<file path="config.mk">
export PLATFORM = sky130hd
export DESIGN_NAME = hdmi_config_sequencer
export DESIGN_NICKNAME = d
export VERILOG_FILES = /design/src/rtl/hdmi_tx_pkg.sv /design/src/rtl/hdmi_config_rom.sv /design/src/rtl/hdmi_config_sequencer.sv
export SDC_FILE = /design/constraint.sdc
export NUM_CORES = 1
export LEC_CHECK = 0
export CAP_MARGIN = 20
export CELL_PAD_IN_SITES_DETAIL_PLACEMENT = 1
export CELL_PAD_IN_SITES_GLOBAL_PLACEMENT = 2
export CORE_AREA = 2 2 91 93
export DETAILED_ROUTE_END_ITERATION = 8
export DIE_AREA = 0 0 93 95
export PLACE_DENSITY = 0.89
export SYNTH_ARGS = -nofsm -noshare
export SYNTH_HDL_FRONTEND = slang
export SYNTH_SLANG_ARGS = --single-unit
</file>
<file path="constraint.sdc">
create_clock -name clock_100khz -period 3.6 [get_ports clock_100khz]
set_input_delay 0.72 -clock clock_100khz [delete_from_list [all_inputs] [get_ports clock_100khz]]
set_output_delay 0.72 -clock clock_100khz [all_outputs]
set_load 0.005 [all_outputs]
</file>
<file path="src/rtl/hdmi_tx_pkg.sv">
// hdmi_tx_pkg: shared constants for the HDMI transmitter configuration path
package hdmi_tx_pkg;
  localparam logic [2:0] ST_IDLE  = 3'd0;
  localparam logic [2:0] ST_LOAD  = 3'd1;
  localparam logic [2:0] ST_START = 3'd2;
  localparam logic [2:0] ST_WAIT  = 3'd3;
  localparam logic [2:0] ST_GAP   = 3'd4;
  localparam logic [2:0] ST_CHECK = 3'd5;
  localparam logic [7:0] ADV_SLAVE_ADDR = 8'h72;
  localparam int REG_WORD_W = 16;
endpackage

</file>
<file path="src/rtl/hdmi_config_rom.sv">
// hdmi_config_rom: fixed {register, value} write table, zero past NUM_REGS
module hdmi_config_rom
  import hdmi_tx_pkg::*;
#(
  parameter int NUM_REGS = 8
) (
  input  logic [7:0]            index,
  output logic [REG_WORD_W-1:0] word
);
  logic [REG_WORD_W-1:0] tbl;
  always_comb begin
    case (index)
      8'd0:    tbl = 16'h4110;
      8'd1:    tbl = 16'h9803;
      8'd2:    tbl = 16'h9AE0;
      8'd3:    tbl = 16'h9C30;
      8'd4:    tbl = 16'h9D61;
      8'd5:    tbl = 16'hA2A4;
      8'd6:    tbl = 16'hA3A4;
      8'd7:    tbl = 16'hD6C0;
      default: tbl = 16'h0000;
    endcase
    word = (32'(index) < NUM_REGS) ? tbl : 16'h0000;
  end
endmodule

</file>
<file path="src/rtl/hdmi_config_sequencer.sv">
// hdmi_config_sequencer: walks the register table through the I2C master,
// retrying NACKed or timed-out writes, on go or hot-plug.
module hdmi_config_sequencer
  import hdmi_tx_pkg::*;
#(
  parameter int         NUM_REGS       = 8,
  parameter int         MAX_RETRY      = 3,
  parameter int         GAP_CYCLES     = 4,
  parameter int         TIMEOUT_CYCLES = 255,
  parameter logic [7:0] SLAVE_ADDR     = ADV_SLAVE_ADDR
) (
  input  logic                  clock_100khz,
  input  logic                  reset,
  input  logic                  hpd,
  input  logic                  go,
  input  logic                  i2c_stop,
  input  logic                  i2c_ack,
  output logic                  i2c_start,
  output logic [REG_WORD_W-1:0] i2c_register_data,
  output logic [7:0]            i2c_slave_address,
  output logic                  config_busy,
  output logic                  config_done,
  output logic                  config_error,
  output logic [7:0]            entry_index
);
  logic [2:0] state;
  logic [2:0] hpd_sync;
  logic stop_prev, nack, timed_out, hpd_drop;
  logic [3:0] retry;
  logic [7:0] gcnt, tcnt;
  logic [REG_WORD_W-1:0] rom_word;
  logic hpd_rise, hpd_fall, trigger, stop_fall, fail, last;
  hdmi_config_rom #(.NUM_REGS(NUM_REGS)) u_rom (.index(entry_index), .word(rom_word));
  assign hpd_rise  = hpd_sync[1] & ~hpd_sync[2];
  assign hpd_fall  = ~hpd_sync[1] & hpd_sync[2];
  assign trigger   = go | hpd_rise;
  assign stop_fall = stop_prev & ~i2c_stop;
  assign fail      = nack | timed_out;
  assign last      = entry_index == 8'(NUM_REGS - 1);
  assign i2c_start = state == ST_START;
  always_ff @(posedge clock_100khz or negedge reset) begin
    if (!reset) begin
      state             <= ST_IDLE;
      hpd_sync          <= '0;
      stop_prev         <= 1'b1;
      nack              <= 1'b0;
      timed_out         <= 1'b0;
      hpd_drop          <= 1'b0;
      retry             <= '0;
      gcnt              <= '0;
      tcnt              <= '0;
      i2c_register_data <= '0;
      i2c_slave_address <= '0;
      config_busy       <= 1'b0;
      config_done       <= 1'b0;
      config_error      <= 1'b0;
      entry_index       <= '0;
    end else begin
      hpd_sync          <= {hpd_sync[1:0], hpd};
      stop_prev         <= i2c_stop;
      i2c_slave_address <= SLAVE_ADDR;
      if (hpd_fall && config_busy) hpd_drop <= 1'b1;
      case (state)
        ST_IDLE: if (trigger) begin
          state        <= ST_LOAD;
          entry_index  <= '0;
          config_done  <= 1'b0;
          config_error <= 1'b0;
          config_busy  <= 1'b1;
          hpd_drop     <= 1'b0;
        end
        ST_LOAD: begin
          i2c_register_data <= rom_word;
          retry             <= '0;
          state             <= ST_START;
        end
        ST_START: begin
          nack      <= 1'b0;
          timed_out <= 1'b0;
          tcnt      <= '0;
          state     <= ST_WAIT;
        end
        ST_WAIT: begin
          nack <= nack | i2c_ack;
          gcnt <= '0;
          if (tcnt != 8'hFF) tcnt <= tcnt + 8'd1;
          if (stop_fall) state <= ST_GAP;
          else if (tcnt == 8'(TIMEOUT_CYCLES)) begin
            timed_out <= 1'b1;
            state     <= ST_GAP;
          end
        end
        ST_GAP: begin
          gcnt <= gcnt + 8'd1;
          if (gcnt == 8'(GAP_CYCLES - 1)) state <= ST_CHECK;
        end
        ST_CHECK: begin
          // an unplug lets the in-flight write finish, then abandons the table
          if (hpd_drop) begin
            hpd_drop    <= 1'b0;
            config_busy <= 1'b0;
            state       <= ST_IDLE;
          end else if (!fail) begin
            if (last) begin
              config_done <= 1'b1;
              config_busy <= 1'b0;
              state       <= ST_IDLE;
            end else begin
              entry_index <= entry_index + 8'd1;
              state       <= ST_LOAD;
            end
          end else if (retry < 4'(MAX_RETRY)) begin
            retry <= retry + 4'd1;
            state <= ST_START;
          end else begin
            config_error <= 1'b1;
            config_busy  <= 1'b0;
            state        <= ST_IDLE;
          end
        end
        default: state <= ST_IDLE;
      endcase
    end
  end
endmodule

</file>
After elaboration in Yosys (flattened, before gate mapping)
Memory sizes are Yosys's and may differ from the RTL's.
Index checks and enable logic that the tools add are counted.
{"block": "totals", "regBits": 58, "mem_bits_ro": 120, "in_bits": 6, "output_inout_bits": 36, "wordCells": 116, "n_memories": 1}
{"memory": "(no name shown)", "depth": 8, "word_bits": 15, "read_ports": 1, "rd_ports_with_merged_regs": 0, "write_ports": 0, "line_no": "hdmi_config_rom.sv:12", "rtl": "case (index)"}
{"block": "classes", "addsub": 4, "magnitude_cmp": 2, "n_eq_ne": 24, "muxes": 46, "bitwise": 9, "n_reduce_logical": 15}
{"op": "$pmux W8 S2", "count": 3}
{"op": "$mux W8", "count": 5}
{"op": "$mux W16", "count": 2}
{"op": "$add A8 B1 Y8 const B", "count": 3}
{"op": "$ne A2 B2 Y1 const B", "count": 12}
{"op": "$mux W1", "count": 18}
{"op": "$mux W3", "count": 6}
{"op": "$pmux W3 S6", "count": 1}
{"op": "$reduce_and A5 Y1", "count": 3}
{"op": "$mux W4", "count": 3}
{"op": "$pmux W1 S2", "count": 6}
{"op": "$eq A8 B2 Y1 const B", "count": 1}
{"op": "$eq A8 B3 Y1 const B", "count": 1}
{"op": "$eq A8 B8 Y1 const B", "count": 1}
{"op": "$lt A8 B4 Y1 const B", "count": 1}
{"op": "$ne A4 B4 Y1 const B", "count": 2}
{"op": "$ne A8 B8 Y1 const B", "count": 1}
{"op": "$pmux W4 S2", "count": 1}
{"op": "$reduce_and A4 Y1", "count": 2}
{"op": "$reduce_bool A2 Y1", "count": 4}
{"op": "$eq A3 B2 Y1 const B", "count": 2}
{"op": "$eq A3 B3 Y1 const B", "count": 2}
{"op": "$reduce_and A3 Y1", "count": 2}
{"op": "$logic_not A5 Y1", "count": 1}
{"op": "11 further kinds", "count": 17}

Depth between registers and ports, before layout
Gate-level depths: netlist of run 1.
{"block": "logic_depth", "word_depth": 6, "depth_mapped": 7, "depth_no_buf": 5}

By module
Synthesis of run 1 repeated with hierarchy kept, for this count alone.
{"block": "unflattened", "cells_unflattened": 279, "hier_area_um2": 2964.1}
{"mod": "hdmi_config_sequencer", "instances": 1, "cells_per_inst": 237, "area_per_inst_um2": 2652.5, "seq_area_each_um2": 1452.6}
{"mod": "hdmi_config_rom", "instances": 1, "cells_per_inst": 42, "area_per_inst_um2": 311.5, "seq_area_each_um2": 0.0}

Worst setup path before layout of run 1
Ideal clock, no wire load.
{"block": "synth_timing", "kind": "flip-flop to flip-flop", "startpoint": "register timed_out", "endpoint": "register entry_index[3]", "setup_ns": 0.078, "t_arrival_ns": 1.850, "required_ns": 3.522, "setup_slack_ns": 1.671, "stages_incl_launch_ff": 6, "path_buffers": 1, "period_less_slack_ns": 1.929, "path_cell_list": "dfrtp_1 > or4b_1 > buf_2 > or2_4 > or4_1 > a21oi_1"}
{"block": "synth_between", "elab_chain_len": 3}
{"element": "start: declaration", "line_no": "hdmi_config_sequencer.sv:28", "rtl": "logic stop_prev, nack, timed_out, hpd_drop;"}
{"element": "start signal: assignment", "line_no": "hdmi_config_sequencer.sv:47", "rtl": "timed_out <= 1'b0;"}
{"element": "start signal: assignment", "line_no": "hdmi_config_sequencer.sv:79", "rtl": "timed_out <= 1'b0;"}
{"element": "start signal: assignment", "line_no": "hdmi_config_sequencer.sv:89", "rtl": "timed_out <= 1'b1;"}
{"element": "$or A1 B1 Y1", "line_no": "hdmi_config_sequencer.sv:38", "rtl": "assign fail = nack | timed_out;"}
{"element": "$ne A2 B2 Y1 (no source line)"}
{"element": "$reduce_and A5 Y1 (no source line)"}
{"element": "end signal: assignment", "line_no": "hdmi_config_sequencer.sv:109", "rtl": "entry_index <= entry_index + 8'd1;"}
{"element": "end: declaration", "line_no": "hdmi_config_sequencer.sv:24", "rtl": "output logic [7:0] entry_index"}
Every way passes these cells.
A chain may end at the register's enable or synchronous reset.

Worst setup path after layout of run 1
{"block": "layout_timing", "startpoint": "register state[1]", "endpoint": "output i2c_start"}
{"block": "layout_between", "elab_chain_len": 1}
{"element": "start: declaration", "line_no": "hdmi_config_sequencer.sv:26", "rtl": "logic [2:0] state;"}
{"element": "start signal: assignment", "line_no": "hdmi_config_sequencer.sv:43", "rtl": "state <= ST_IDLE;"}
{"element": "start signal: assignment", "line_no": "hdmi_config_sequencer.sv:65", "rtl": "state <= ST_LOAD;"}
{"element": "start signal: assignment", "line_no": "hdmi_config_sequencer.sv:75", "rtl": "state <= ST_START;"}
{"element": "$eq A3 B2 Y1", "line_no": "hdmi_config_sequencer.sv:40", "rtl": "assign i2c_start = state == ST_START;"}
{"element": "end: declaration", "line_no": "hdmi_config_sequencer.sv:18", "rtl": "output logic i2c_start,"}
Every way passes these cells.

==> results of run 1 <==
[cells by family (layout without fill, tap and decap cells)]
group / Yosys count / count (layout) / share of synthesized area
buffers and inverters: 32 / 56 / 0.0576
XOR/XNOR: 6 / 6 / 0.0191
AO/OA/AOI/OAI: 69 / 69 / 0.158
AND/OR/NAND/NOR: 107 / 107 / 0.200
other: 2 / 6 / 0.00272
adder cells (fa/ha/maj): 9 / 9 / 0.0409
multiplexers: 6 / 6 / 0.0222
flip-flops: 55 / 55 / 0.500
[registers in the layout, summed over array words and instances, names as in the netlist, 3 cells and up]
signal and count:
i2c_register_data 13, retry 4, state 3, entry_index 8, hpd_sync 3, tcnt 8
gcnt 8
[per-layer routing]
layer  wire length (um)  part of all wire  vias up
met5                  0                 0        -
li1                   -                 -     1046
met2               2850              0.47       37
met4                 63             0.010        0
met1               2910              0.48     1065
met3                190             0.032        6
[cells in the final DEF, fill, tap and decap left out, types with 5 or more instances in the layout]
| master | instances |
|---|---|
| o31ai_1 | 14 |
| o21ai_0 | 23 |
| nand2b_1 | 5 |
| inv_1 | 11 |
| nor3_1 | 6 |
| o211ai_1 | 7 |
| nor2b_1 | 6 |
| mux2i_1 | 5 |
| clkdlybuf4s50_1 | 35 |
| a21oi_1 | 12 |
| conb_1 | 6 |
| clkbuf_8 | 5 |
| xnor2_1 | 5 |
| ha_1 | 9 |
| or3_1 | 5 |
| nand2_1 | 30 |
| nand3_1 | 6 |
| nand4_1 | 6 |
| dfrtp_1 | 54 |
| nor2_1 | 23 |
[through the flow]
stage / cells / hold WS, ns
after floorplan: 290 / 0.331
after global placement: 411 / 0.332
after detailed placement: 411 / 0.341
after CTS: 419 / 0.366
after global routing: 419 / 0.370
final: 419 / 0.362
[synthesized netlist by cell type, types with 2 or more instances]
| library cell | count |
|---|---|
| conb_1 | 2 |
| ha_1 | 9 |
| o21ai_0 | 23 |
| nor2b_1 | 6 |
| nand4b_1 | 2 |
| and3b_1 | 2 |
| nand2_1 | 30 |
| a21o_1 | 2 |
| or4_1 | 2 |
| o41ai_1 | 2 |
| dfrtp_1 | 54 |
| nand3_1 | 6 |
| a21oi_1 | 12 |
| o31ai_1 | 14 |
| nor3_1 | 6 |
| nand2b_1 | 5 |
| a22o_1 | 3 |
| nor2_1 | 23 |
| nor4b_1 | 2 |
| or3_1 | 5 |
| and2_1 | 2 |
| clkbuf_1 | 9 |
| inv_1 | 11 |
| xnor2_1 | 5 |
| nand4_1 | 6 |
| mux2i_1 | 5 |
| buf_4 | 10 |
| o211ai_1 | 7 |
| and3_1 | 3 |
[layout make-up]
| type | instances | share of cell area |
|---|---|---|
| Multi-Input combinational cell | 203 | 0.378 |
| Timing Repair Buffer | 37 | 0.111 |
| Clock inverter | 3 | 0.0146 |
| Sequential cell | 55 | 0.422 |
| Inverter | 11 | 0.0126 |
| Tap cell | 105 | 0.0402 |
| Clock buffer | 5 | 0.0211 |
[power by group through the flow]
| stage | Combinational [mW] | Sequential [mW] | Clock (mW) |
|---|---|---|---|
| detailed placement | 0.686 | 0.902 | 0 |
| global placement | 0.674 | 0.888 | 0 |
| floorplan | 0.484 | 0.829 | 0 |
| CTS | 0.694 | 0.889 | 0.432 |
| finish | 0.681 | 0.889 | 0.421 |
| global route | 0.774 | 0.914 | 0.458 |
[path summary, 6_finish.rpt]
kind	startpoint	endpoint
min in group asynchronous	reset	i2c_register_data[13]
max	state[1]	i2c_start
min reg2reg	hpd_sync[0]	hpd_sync[1]
max reg2reg	state[1]	entry_index[3]
min	hpd_sync[0]	hpd_sync[1]
max in group asynchronous	reset	stop_prev
==> reports/qor.yml, run 1 <==
status: "complete, no violations"
cts_resized: 0
postRouteAntennaNets: 0
yosys_warnings: 0
regArea_um2: 1380
cp_cell_sequence: "nor2b_1 -> nand2b_1 -> inv_1 -> clkdlybuf4s50_1"
place_ws_ns: 1.13
worstRegToRegCells: 4
top_usage_layer: "met2"
rows: 33
skew_ns: 0.0141
critPathBufInv: 2
routabilityCongestion: 0.766
yosysTopAreaCell: "dfrtp_1"
use_met1: 0.197
crit_cells: 4
total_power_mw: 1.99
critPathLaunchType: "flop"
fmax_ghz: 0.358
areaGrowthSynthToFinish_pct: 18.4
syn_area_um2: 2760
fin_util: 0.412
hold_buffers: 0
setup_viol: 0
grt_pass1_wl_um: 10400
min_period_ns: 2.79
setup-tns-final_ns: 0
drive_gt1_frac: 0.0478
die_area_um2: 8840
cts_max_level: 2
worst_pin_slew_ns: 1.01
grt_pass1_vias: 2105
grt_usage: 0.147
antenna_found_initial: 0
clock_sinks: 55
seq_area_frac_synth: 0.500
cp-end-kind: "output port"
grtUsageMet3: 0.0287
drt-total-wl_um: 6020
critPathKind: "flop to output port"
leakage_nw: 1.38
use_met2: 0.249
fp.dieW_um: 93
hold_violations: 0
syn_avg_cell_area_um2: 9.64
design_area_um2: 3260
grt_max_degree: 36
cap_violations: 0
synth-seq-cells: 55
rsz0062_at_grt: "no"
cp_top_family: "buffers and inverters"
syn_inst: 286
hold_path.class: "flop to flop"
wl_per_cell_um: 14.4
pin_count: 42
dpl_cell_area_um2: 3150
cpMaxStageDelayCell: "dfrtp_1"
power_density_nw_per_um2: 610
cp_max_fo: 11
gr-total-overflow: 0
min_path_cells: 0
cts_buffer_depth: 2
via_per_inst: 5.14
cts_tree: "done"
start_util: 0.348
synth_ff_type: "dfrtp_1"
r2r_setup_slack_ns: 1.37
synth.area.top_cells: "dfrtp_1 (49%), o21ai_0 (4.2%), ha_1 (4.1%), nand2_1 (4.1%), o31ai_1 (3.8%)"
numCtsBuffers: 5
maxSlewHeadroom: 0.322
drt_first_pass_iters: 4
swShare: 0.360
die_h_um: 95
yosysUniqueCellTypes: 47
synth-edff-count: 0
nets: 328
p_switching_mw: 0.716
drc: 0
clk_pin_slew_worst_paths_ns: 0.10
port_buffers: 36
yosysTopAreaCellShare: 0.490
p_clk_frac: 0.211
seq_power_share: 0.447
clk_latency_ns: 0.31
internal_power_mw: 1.27
drtIter0Drc: 83
root_buffer: "clkbuf_8"
post-dp-hpwl_um: 4280
vias: 2154
diodes: 0
synthArstFlopShare: 1.00
comb_power_share: 0.342
setup_slack_ns: 0.806
peakVddDrop_v: 0.000203
num-fill-cells: 928
arrival_ns: 2.07
multi_input_area_um2: 1230
post_cts.repair.setup_buffers: 0
crit_required_ns: 2.88
maxSlewViolCount: 0
max_stage_delay_ns: 0.54
post-route-period-util: 0.776
core_area_um2: 7930
Power figures use the tool's default switching activity.
==> run 2, diff against run 1 <==
Settings changed: CORE_AREA 2 2 91 93 to 2 2 95 97, DIE_AREA 0 0 93 95 to 0 0 97 99, PLACE_DENSITY 0.89 to 0.83.
Clock period 3.6 ns to 2.9 ns, I/O delays scaled along.
==> run 2 against run 1 <==
Compared with the run above:
- critical path depth unchanged
- sequential power is 24% higher
- final cell count is 1.2% higher
- global-route usage decreased by 1.1 points
- register-to-register slack worse by 0.69 ns
- clock-buffer cell count rose by 2
- utilization decreased by 3.0 points
- clock skew down 0.0013 ns
- design area about the same
- worst setup slack worse by 0.56 ns
- clock power rose by 6.7%
- power rose by 21%
- critical endpoint unchanged
- largest cell class unchanged
==> reports/qor.yml, run 2 (synthesis gave the netlist of run 1 again) <==
rows: 34
port_buffers: 36
diodes: 0
status: "complete, no violations"
grt_usage: 0.136
dpl_cell_area_um2: 3170
r2r_setup_slack_ns: 0.68
postRouteAntennaNets: 0
fmax_ghz: 0.376
gr-total-overflow: 0
grt_max_degree: 37
reg2reg_to: "entry_index[3]"
p_switching_mw: 0.886
cap_violations: 0
comb_power_share: 0.355
power_density_nw_per_um2: 738
die_area_um2: 9600
final_common_cell: "dfrtp_1"
drc: 0
cts_tree: "done"
cts_max_level: 2
cp_max_fo: 11
drive_gt1_frac: 0.0506
hold_slack_ns: 0.219
numCtsBuffers: 5
post-dp-hpwl_um: 4520
worst_pin_slew_ns: 0.920
skew_ns: 0.0129
drt-total-wl_um: 6170
worstRegToRegCells: 4
clock_sinks: 55
setup-tns-final_ns: 0
post_cts.repair.setup_buffers: 0
place_ws_ns: 0.549
hold_path.class: "input port to asynchronous set/reset pin"
start_util: 0.322
grt_pass1_vias: 2194
maxSlewHeadroom: 0.387
r2r_start: "state[1]"
swShare: 0.368
crit_required_ns: 2.32
nets: 330
critPathLaunchType: "flop"
critPathKind: "flop to output port"
leakage_nw: 1.38
pin_count: 42
seq_power_share: 0.458
cts_resized: 0
cp-end-kind: "output port"
cts_buffer_depth: 2
setup_viol: 0
peakVddDrop_v: 0.000239
hold_violations: 0
die_h_um: 99
core_area_um2: 8550
hold_buffers: 0
p_clk_frac: 0.187
final_cell_mix: "dfrtp_1 (54), clkdlybuf4s50_1 (35), nand2_1 (30), nor2_1 (23), o21ai_0 (23)"
via_per_inst: 5.06
maxSlewViolCount: 0
top_register: "i2c_register_data"
cp-startpoint: "state[1]"
setup_slack_ns: 0.244
arrival_ns: 2.08
largest_register_ffs: 13
rsz0062_at_grt: "no"
drt_first_pass_iters: 4
antenna_found_initial: 0
internal_power_mw: 1.52
routabilityCongestion: 0.772
clk_latency_ns: 0.31
vias: 2144
areaGrowthSynthToFinish_pct: 18.3
root_buffer: "clkbuf_8"
clk_pin_slew_worst_paths_ns: 0.10
grt_pass1_wl_um: 10800
design_area_um2: 3260
min_period_ns: 2.66
post-route-period-util: 0.916
fp.dieW_um: 97
wl_per_cell_um: 14.5
drtIter0Drc: 66
[run 2: cell types whose count changed in the layout (fill, tap and decap cells not counted), sizes merged]
cell / before / now
bufinv: 1 / 0
inv: 12 / 11
clkbuf: 5 / 7
buf: 2 / 4
[run 2: metal layers]
layer / up-vias / part of all wire / global-route usage
li1: 1051 / - / -
met5: - / 0 / 0
met1: 1048 / 0.49 / 0.184
met4: 0 / 0.0075 / 0.0358
met2: 41 / 0.47 / 0.225
met3: 4 / 0.033 / 0.0270
[run 2: how the worst max path moves through the flow]
stage	depth (start not counted)	endpoint
final	4	i2c_start
after global routing	4	i2c_start
after CTS	4	i2c_start
after detailed placement	4	i2c_start
after global placement	4	i2c_start
after floorplan	5	entry_index[3]
[run 2: critical path: stages (launching register included)]
cell and delay, ns:
dfrtp_1 0.53, nor2b_1 0.30, nand2b_1 0.17, inv_1 0.22
clkdlybuf4s50_1 0.54
[run 2: through the flow]
stage          std cells  utilization  power (mW)
3_3_place_gp         416        0.370        1.95
2_1_floorplan        290            -        1.63
3_5_place_dp         416        0.370        1.99
5_1_grt              424        0.381        2.60
4_1_cts              424        0.381        2.45
6_report             424        0.381        2.41
[run 2: power groups by stage]
| stage | Sequential (mW) | Combinational [mW] | Clock (mW) |
|---|---|---|---|
| 6_report | 1.10 | 0.854 | 0.449 |
| 5_1_grt | 1.14 | 0.971 | 0.495 |
| 4_1_cts | 1.11 | 0.873 | 0.469 |
| 3_5_place_dp | 1.12 | 0.869 | 0 |
| 3_3_place_gp | 1.11 | 0.848 | 0 |
| 2_1_floorplan | 1.03 | 0.601 | 0 |
[run 2: area by class of cell]
cell class                      count  area (um2)
Timing Repair Buffer               39         378
Clock buffer                        7        86.3
Inverter                           11        41.3
Multi-Input combinational cell    203        1230
Clock inverter                      1        8.76
Sequential cell                    55        1380
Tap cell                          108         135
Fill cell                         990        5290
